File: src/rtl/typec_tx_sched.sv
// Packet scheduler in front of typec_tx: arbitrates handshake, status and RAM-data requesters,
// runs the fs/fd handshake and tracks the DATA0/DATA1 sequence toggle.
module typec_tx_sched #(
    parameter int          GAP_CYCLES = 4,
    parameter logic [11:0] FD_TIMEOUT = 12'hFFF,
    parameter logic [11:0] MAX_LEN    = 12'd1024
) (
    input  logic        clk,
    input  logic        rst_n,
    input  logic        hs_req,
    input  logic [1:0]  hs_type,
    output logic        hs_done,
    input  logic [2:0]  stat_req,
    output logic [2:0]  stat_done,
    input  logic        data_req,
    input  logic [11:0] data_addr,
    input  logic [11:0] data_len_in,
    output logic        data_done,
    input  logic        data_seq_clr,
    output logic        tx_fs,
    input  logic        tx_fd,
    output logic [3:0]  tx_btype,
    output logic [11:0] tx_ram_addr,
    output logic [11:0] tx_data_len,
    output logic        busy,
    output logic        err
);

    localparam logic [2:0] S_IDLE    = 3'd0;
    localparam logic [2:0] S_ARB     = 3'd1;
    localparam logic [2:0] S_LOAD    = 3'd2;
    localparam logic [2:0] S_SEND    = 3'd3;
    localparam logic [2:0] S_RELEASE = 3'd4;
    localparam logic [2:0] S_DONE    = 3'd5;
    localparam logic [2:0] S_GAP     = 3'd6;

    localparam logic [3:0] BAG_INIT  = 4'h0;
    localparam logic [3:0] BAG_ACK   = 4'h1;
    localparam logic [3:0] BAG_NAK   = 4'h2;
    localparam logic [3:0] BAG_STALL = 4'h3;
    localparam logic [3:0] BAG_DLINK = 4'h8;
    localparam logic [3:0] BAG_DTYPE = 4'h9;
    localparam logic [3:0] BAG_DTEMP = 4'hA;
    localparam logic [3:0] BAG_DATA0 = 4'hD;
    localparam logic [3:0] BAG_DATA1 = 4'hE;

    // One-hot grant: [0] hs, [1] DLINK, [2] DTYPE, [3] DTEMP, [4] data
    localparam int G_HS   = 0;
    localparam int G_DATA = 4;

    localparam int GAP_W = (GAP_CYCLES > 0) ? $clog2(GAP_CYCLES + 1) : 1;
    localparam logic [GAP_W-1:0] GAP_LAST = GAP_W'((GAP_CYCLES > 0) ? GAP_CYCLES - 1 : 0);

    logic [2:0]       state;
    logic [4:0]       grant;
    logic             abort;
    logic             reject;
    logic             toggle;
    logic [11:0]      to_cnt;
    logic [GAP_W-1:0] gap_cnt;

    logic             any_req;
    logic             toggle_eff;
    logic [11:0]      to_next;
    logic [3:0]       hs_btype;
    logic             in_done;

    assign any_req    = hs_req | (|stat_req) | data_req;
    assign toggle_eff = toggle & ~data_seq_clr;
    assign to_next    = (to_cnt == 12'hFFF) ? to_cnt : to_cnt + 12'd1;

    always_comb begin
        hs_btype = BAG_STALL;
        case (hs_type)
            2'd0:    hs_btype = BAG_ACK;
            2'd1:    hs_btype = BAG_NAK;
            default: hs_btype = BAG_STALL;
        endcase
    end

    // Sequence toggle: a clear always beats the flip of a completed data packet
    always_ff @(posedge clk or negedge rst_n) begin
        if (!rst_n) begin
            toggle <= 1'b0;
        end else if (data_seq_clr) begin
            toggle <= 1'b0;
        end else if (state == S_DONE && grant[G_DATA] && !abort && !reject) begin
            toggle <= ~toggle;
        end
    end

    always_ff @(posedge clk or negedge rst_n) begin
        if (!rst_n) begin
            state       <= S_IDLE;
            grant       <= 5'b0;
            abort       <= 1'b0;
            reject      <= 1'b0;
            to_cnt      <= 12'd0;
            gap_cnt     <= '0;
            tx_btype    <= BAG_INIT;
            tx_ram_addr <= 12'd0;
            tx_data_len <= 12'd0;
        end else begin
            case (state)
                S_IDLE: begin
                    if (any_req) state <= S_ARB;
                end
                S_ARB: begin
                    abort       <= 1'b0;
                    reject      <= 1'b0;
                    tx_ram_addr <= 12'd0;
                    tx_data_len <= 12'd0;
                    state       <= S_LOAD;
                    if (hs_req) begin
                        grant    <= 5'b00001;
                        tx_btype <= hs_btype;
                    end else if (stat_req[0]) begin
                        grant    <= 5'b00010;
                        tx_btype <= BAG_DLINK;
                    end else if (stat_req[1]) begin
                        grant    <= 5'b00100;
                        tx_btype <= BAG_DTYPE;
                    end else if (stat_req[2]) begin
                        grant    <= 5'b01000;
                        tx_btype <= BAG_DTEMP;
                    end else if (data_req) begin
                        grant       <= 5'b10000;
                        tx_btype    <= toggle_eff ? BAG_DATA1 : BAG_DATA0;
                        tx_ram_addr <= data_addr;
                        tx_data_len <= data_len_in;
                    end else begin
                        // Requester withdrew between IDLE and ARB
                        grant <= 5'b0;
                        state <= S_IDLE;
                    end
                end
                S_LOAD: begin
                    to_cnt <= 12'd0;
                    if (grant[G_DATA] && (tx_data_len == 12'd0 || tx_data_len > MAX_LEN)) begin
                        reject <= 1'b1;
                        state  <= S_DONE;
                    end else begin
                        state <= S_SEND;
                    end
                end
                S_SEND: begin
                    to_cnt <= to_next;
                    if (tx_fd) begin
                        state <= S_RELEASE;
                    end else if (to_next >= FD_TIMEOUT) begin
                        abort <= 1'b1;
                        state <= S_RELEASE;
                    end
                end
                S_RELEASE: begin
                    if (abort || !tx_fd) state <= S_DONE;
                end
                S_DONE: begin
                    gap_cnt <= '0;
                    if (GAP_CYCLES > 0) begin
                        state <= S_GAP;
                    end else begin
                        state <= any_req ? S_ARB : S_IDLE;
                    end
                end
                S_GAP: begin
                    if (gap_cnt == GAP_LAST) begin
                        state <= any_req ? S_ARB : S_IDLE;
                    end else begin
                        gap_cnt <= gap_cnt + 1'b1;
                    end
                end
                default: state <= S_IDLE;
            endcase
        end
    end

    assign in_done   = (state == S_DONE);
    assign tx_fs     = (state == S_SEND);
    assign busy      = (state != S_IDLE);
    assign hs_done   = in_done & grant[G_HS];
    assign stat_done = {3{in_done}} & grant[3:1];
    assign data_done = in_done & grant[G_DATA];
    assign err       = in_done & (abort | reject);

endmodule

File: config.mk
export PLATFORM = sky130hd
export DESIGN_NAME = typec_tx_sched
export DESIGN_NICKNAME = d
export VERILOG_FILES = /design/src/rtl/typec_tx_sched.sv
export SDC_FILE = /design/constraint.sdc
export NUM_CORES = 1
export LEC_CHECK = 0
export ABC_AREA = 0
export BUFFER_PORTS_ARGS = -buffer_cell sky130_fd_sc_hd__buf_4
export CAP_MARGIN = 0
export CORE_MARGIN = 2
export CORE_UTILIZATION = 30
export CTS_CLUSTER_SIZE = 10
export DETAILED_ROUTE_END_ITERATION = 6
export GPL_ROUTABILITY_DRIVEN = 0
export PLACE_DENSITY = 0.51
export SKIP_LAST_GASP = 1
export SYNTH_ARGS = -nofsm -noshare
export SYNTH_HDL_FRONTEND = slang
export SYNTH_SLANG_ARGS = --single-unit
File: constraint.sdc
create_clock -name clk -period 2.1 [get_ports clk]
set_input_delay 0.315 -clock clk [delete_from_list [all_inputs] [get_ports clk]]
set_output_delay 0.315 -clock clk [all_outputs]
set_load 0.005 [all_outputs]
-- After elaboration in Yosys (flattened, before gate mapping)
Index checks and enable logic that the tools add are counted.
- flip-flop bits (word level): 54
- bits of input ports: 35
- output and inout bits: 36
- add/sub/neg operators: 2
- magnitude comparators: 2
- eq/ne operators: 17
- mux-type cells: 46
- bitwise operators: 10
- reduce and logical (&&, ||, !) cells: 25
- operators with widths (operator ; count):
    $mux 12 ; 11
    $mux 5 ; 5
    $pmux 12 s2 ; 1
    $mux 3 ; 7
    $pmux 3 s7 ; 1
    $mux 4 ; 5
    $add 12x1->12 const B ; 1
    $eq 12x12->1 const B ; 1
    $ge 12x12->1 const B ; 1
    $gt 12x11->1 const B ; 1
    $logic_not 12->1 ; 1
    $mux 2 ; 6
    $ne 2x2->1 const B ; 6
    $reduce_bool 2->1 ; 5
    $eq 3x2->1 const B ; 3
    $eq 3x3->1 const B ; 3
    $mux 1 ; 6
    $pmux 3 s2 ; 1
    $reduce_and 2->1 ; 3
    $reduce_bool 5->1 ; 1
    $and 1x1->1 ; 4
    $logic_and 1x1->1 ; 4
    $pmux 1 s2 ; 2
    $pmux 2 s2 ; 1
    16 further kinds ; 22

-- Logic depth before layout (Yosys ltp)
- depth after elaboration: 8
- depth in mapped cells: 8
- mapped depth without buffers: 7

-- Worst setup path before layout
OpenSTA, ideal clock, no wires.
- kind: register -> register
- from: register tx_data_len[7]
- to: register state[2]
- arrival time: 1767 ps
- data required time: 1981 ps
- slack: 214 ps
- stages on the path, launching flop included: 7
- buffers on the path: 0
- path through: dfrtp_1 or4_4 o31a_1 o31ai_1 and2_1 o21ai_1 and2_1
- cells in the longest elaborated chain, start to end: 5
- elaborated cells on any way between the ends: 6
- classes of those cells: 1 x order compare; 2 x mux; 3 x reduce/logical
- ends and longest elaborated chain (item ; line ; RTL):
    from (decl) ; 24 ; output logic [11:0] tx_data_len,
    from (signal assigned) ; 130 ; tx_data_len <= data_len_in;
    $gt 12x11->1 / $logic_not 12->1 (equally long branches) ; 139 ; if (grant[G_DATA] && (tx_data_len == 12'd0 || tx_data_len > MAX_LEN)) begin
    $logic_or 1x1->1 (*) ; 139 ;
    $logic_and 1x1->1 (*) ; 139 ;
    $mux 3 (*) ; 139 ;
    $pmux 3 s7 (*) ; 104 ; case (state)
    to (signal assigned) ; 163 ; state <= any_req ? S_ARB : S_IDLE;
    to (signal assigned) ; 168 ; state <= any_req ? S_ARB : S_IDLE;
    to (decl) ; 54 ; logic [2:0] state;
Every way passes the cells marked *; elsewhere a longest branch is shown, timed or not.
A chain may end at the register's enable or synchronous reset.

-- Worst setup path after layout
- from: register tx_data_len[7]
- to: register state[1]
The elaborated chain is that of the path after synthesis.

==> metrics.md <==
| Metric | Value |
|---|---|
| Final Hold Violating Endpoints | 0 |
| Width of the die | 99.2 µm |
| Pin count of the biggest net entering global routing | 55 |
| Total of fill cells in the finished design | a little under 900 |
| Netlist area before placement | ~2700 µm² |
| Finished Core Util | 40.4% |
| Largest area contributor in the synthesized netlist | sky130_fd_sc_hd__dfrtp_1 |
| # nets final | approximately 400 |
| Nature of the critical path startpoint | flop |
| Peak supply drop | between 0.4 and 0.5 mV |
| Bufs and invs on worst path | 0 |
| DRC viols | 0 |
| Distinct cell type count of the synthesized netlist | 49 |
| Syn_nets | 320 |
| Total routed wirelength | 7.09 mm |
| Post-layout instance area | 3540 µm² |
| Synth top cells by count | sky130_fd_sc_hd__dfrtp_1, sky130_fd_sc_hd__nand2_1, sky130_fd_sc_hd__a22o_1, sky130_fd_sc_hd__nor2_1, sky130_fd_sc_hd__clkbuf_1 |
| Cell types occupying the most area after synthesis | sky130_fd_sc_hd__dfrtp_1, sky130_fd_sc_hd__a22o_1, sky130_fd_sc_hd__nand2_1, sky130_fd_sc_hd__nor2_1, sky130_fd_sc_hd__and3_1 |
| Total die area | a little under 10000 µm² |
| Largest stage delay on the critical path | 0.55 ns |
| Most crowded layer after global routing | met1 |
| Fin. max-slew vios | 0 |
| Port bufs | 70 |
| Number of standard-cell rows in the floorplan | 34 |
| Number of flops mapped to enable cells by yosys | 0 |
| Grt met3 use | 4.71% |
| Source of the critical timing path | tx_data_len[7] |
| Initial standard-cell utilization of the core | 31.1% |
| Vert. Die Dim | 99.2 µm |
| Footprint of the flip-flops and latches | approximately 1400 µm² |
| Achievable clock frequency | 503 MHz |
| WP data required | 2.29 ns |
| Sequential-to-total area share from yosys stat | approximately half |
| Via total after detailed routing | 2363 |
| FFs w/ async S/R, synth | 100% |
| Cell family with most CP delay | simple AND/OR/NAND/NOR gates |
| Initial antenna violation count | 0 |
| HP Class | in -> async |
| Number of H-tree branching levels | 2 |
| Sinks on Clock Net | 54 |
| Pre-antenna DRT Iters | 4 |
| Worst-path clk slew | ~0.10 ns |
| Area used by multi-input combinational logic | 1250 µm² |
| Average instance area after synthesis | 9.65 µm² |
| Core region area | 8760 µm² |
| Max Fanout on Critical Path | 3 |
| Outcome | complete, no violations |
| Power per Cell Area | 1040 nW/µm² |
| Met2 track demand over resource | 21.8% |
| TritonCTS Buffers | 5 |
| First-pass GRT wire length | 12.0 mm |
| Vias per cell | 5.10 |
| Pleak | 1.78 nW |
| Post-DP Area | 3410 µm² |
| Layout overhead on the synthesized area | 30.0% |
| CTS Hold Buffers Added | 0 |
| Routed wirelength normalized by instance count | 15.3 µm |
| Root buffer cell | sky130_fd_sc_hd__clkbuf_8 |
| Vias in the first global route | 2329 |
| Max transition margin | 53.3% |
| Setup Total Neg Slack | 0 ns |
| Post-detail-place hpwl | 4.96 mm |
| Post-Synthesis Cells | roughly 280 |
| Post-layout minimum cycle time | ~2.0 ns |
| Final setup viols | 0 |
| Most common cell in the synthesized netlist | sky130_fd_sc_hd__dfrtp_1 |
| Post-route clock period utilization | 94.7% |
| Data arrival time at the worst-slack endpoint | 2.18 ns |
| Slew at the pin with the worst max-slew slack | 0.700 ns |
| GRT Total Usage | about 15% |
| Detail Route Antenna Nets | 0 |
| Clock latency on the worst-skew pair | 0.32 ns |
| Reg2Reg Launch Point | tx_data_len[7] |
| Antenna diodes | 0 |
| I/O pin count | 71 |
| Number of buffers on the longest clock path | 2 |
| Cells traversed along the worst timing path | or4_4, nor4_2, o31ai_2, and2_1, a221oi_1, nand2_1 |
| Pre-CTS setup slack | 0.0755 ns |
| Fraction of synthesized cell area taken by the top area cell type | 49.7% |
| Unrepaired setup endpoints after global routing | no |
| First DRT Iteration DRCs | 72 |
| Crit. End Element | flop |
| Cell type of the slowest stage on the worst timing path | sky130_fd_sc_hd__or4_4 |
| Max-cap violation count | 0 |
| Number of register bits inferred by synthesis | 54 |
| Clock skew after layout | between 0.01 and 0.015 ns |
| CTS tree | built |
| Global routing met1 resource utilization | 21.8% |
| Overflow after GRT | 0 |
| Synth warn | 0 |
| Post-layout worst setup margin | 0.111 ns |
| Critical path class | reg -> reg |
| Primary FF master, synth | sky130_fd_sc_hd__dfrtp_1 |
| PnR Total Power | 3.66 mW |
| Layout cells sized above 1 | 29.0% |
==> final cells by class <==
class / count / share of cell area (%)
timing repair buffer: 87 / 18.5
clock buffer: 5 / 1.95
clock inverter: 3 / 1.34
sequential: 54 / 38.2
inverter: 8 / 0.849
multi-input combinational: 198 / 35.4
tap: 108 / 3.82
==> final timing paths <==
path,end,depth (start not counted),slack [ns]
min in group clk,toggle,2,0.14
worst max-delay path,state[1],6,0.11
worst min register to register,grant[0],2,0.48
max in group asynchronous,tx_data_len[1],1,1.60
worst min-delay path,to_cnt[9],1,0.04
worst max register to register,state[1],6,0.11
==> worst reg2reg max path, cell delays in order, from the launching register on <==
cell                       delay [ns]
sky130_fd_sc_hd__dfrtp_1         0.41
sky130_fd_sc_hd__or4_4           0.55
sky130_fd_sc_hd__nor4_2          0.25
sky130_fd_sc_hd__o31ai_2         0.10
sky130_fd_sc_hd__and2_1          0.18
sky130_fd_sc_hd__a221oi_1        0.30
sky130_fd_sc_hd__nand2_1         0.09
==> kinds of logic (layout without fill, tap and decap cells) <==
logic type | Yosys count | in the layout | share of synthesized area, %
adder cells (fa/ha/maj) | 3 | 3 | 1.38
buffers and inverters | 30 | 103 | 4.87
multiplexers | 5 | 5 | 1.84
XOR/XNOR | 1 | 1 | 0.322
AO/OA/AOI/OAI | 83 | 83 | 22.3
flip-flops | 54 | 54 | 49.7
AND/OR/NAND/NOR | 106 | 106 | 19.7
==> flip-flops by register name (all words and copies together) (netlist names) <==
signal,flops
tx_ram_addr,12
tx_data_len,12
gap_cnt,3
toggle,1
tx_btype,4
abort,1
state,3
to_cnt,12
reject,1
grant,5
==> where the power goes <==
part	total, mW	internal (mW)	switching (mW)
Combinational	1.50	0.657	0.846
Clock	0.729	0.362	0.366
Sequential	1.43	1.25	0.181
Total	3.66	2.27	1.39
==> stage by stage <==
step	hold slack, ns	std cells
after global routing	0.0968	463
after global placement	0.419	455
final	0.0377	463
after floorplan	0.0194	282
after detailed placement	0.418	455
after CTS	0.0725	463
==> cell usage in the layout, fill, tap and decap left out, types with 2 or more instances in the layout <==
master	synthesis	final
sky130_fd_sc_hd__a21o_1	5	5
sky130_fd_sc_hd__a21oi_1	7	7
sky130_fd_sc_hd__a22o_1	27	27
sky130_fd_sc_hd__a22oi_1	2	2
sky130_fd_sc_hd__a311oi_1	2	2
sky130_fd_sc_hd__a31oi_1	6	6
sky130_fd_sc_hd__a41oi_1	2	2
sky130_fd_sc_hd__and2_1	4	4
sky130_fd_sc_hd__and3_1	10	10
sky130_fd_sc_hd__and4_1	4	4
sky130_fd_sc_hd__buf_4	1	87
sky130_fd_sc_hd__clkbuf_8	0	5
sky130_fd_sc_hd__dfrtp_1	54	54
sky130_fd_sc_hd__ha_1	3	3
sky130_fd_sc_hd__inv_1	6	6
sky130_fd_sc_hd__inv_2	2	2
sky130_fd_sc_hd__mux2i_1	5	5
sky130_fd_sc_hd__nand2_1	32	32
sky130_fd_sc_hd__nand2b_1	6	6
sky130_fd_sc_hd__nand3_1	4	4
sky130_fd_sc_hd__nand4_1	4	4
sky130_fd_sc_hd__nor2_1	23	23
sky130_fd_sc_hd__nor3_1	4	4
sky130_fd_sc_hd__nor4_1	3	2
sky130_fd_sc_hd__o21ai_0	6	6
sky130_fd_sc_hd__o21ai_1	10	10
sky130_fd_sc_hd__o22ai_1	3	3
sky130_fd_sc_hd__o31ai_1	4	3
sky130_fd_sc_hd__or3_1	3	3
==> routing by layer <==
layer	part of all wire [%]	up-vias
li1	-	1171
met1	47	1122
met2	45	66
met3	6.9	4
met4	0.89	0
met5	0	-
==> repair_timing <==
item,4_1_cts,5_1_grt
gates resized for setup,0,3
setup buffers,0,0
setup endpoints to repair,0,6
No activity file was read; power rests on OpenSTA's default activity.
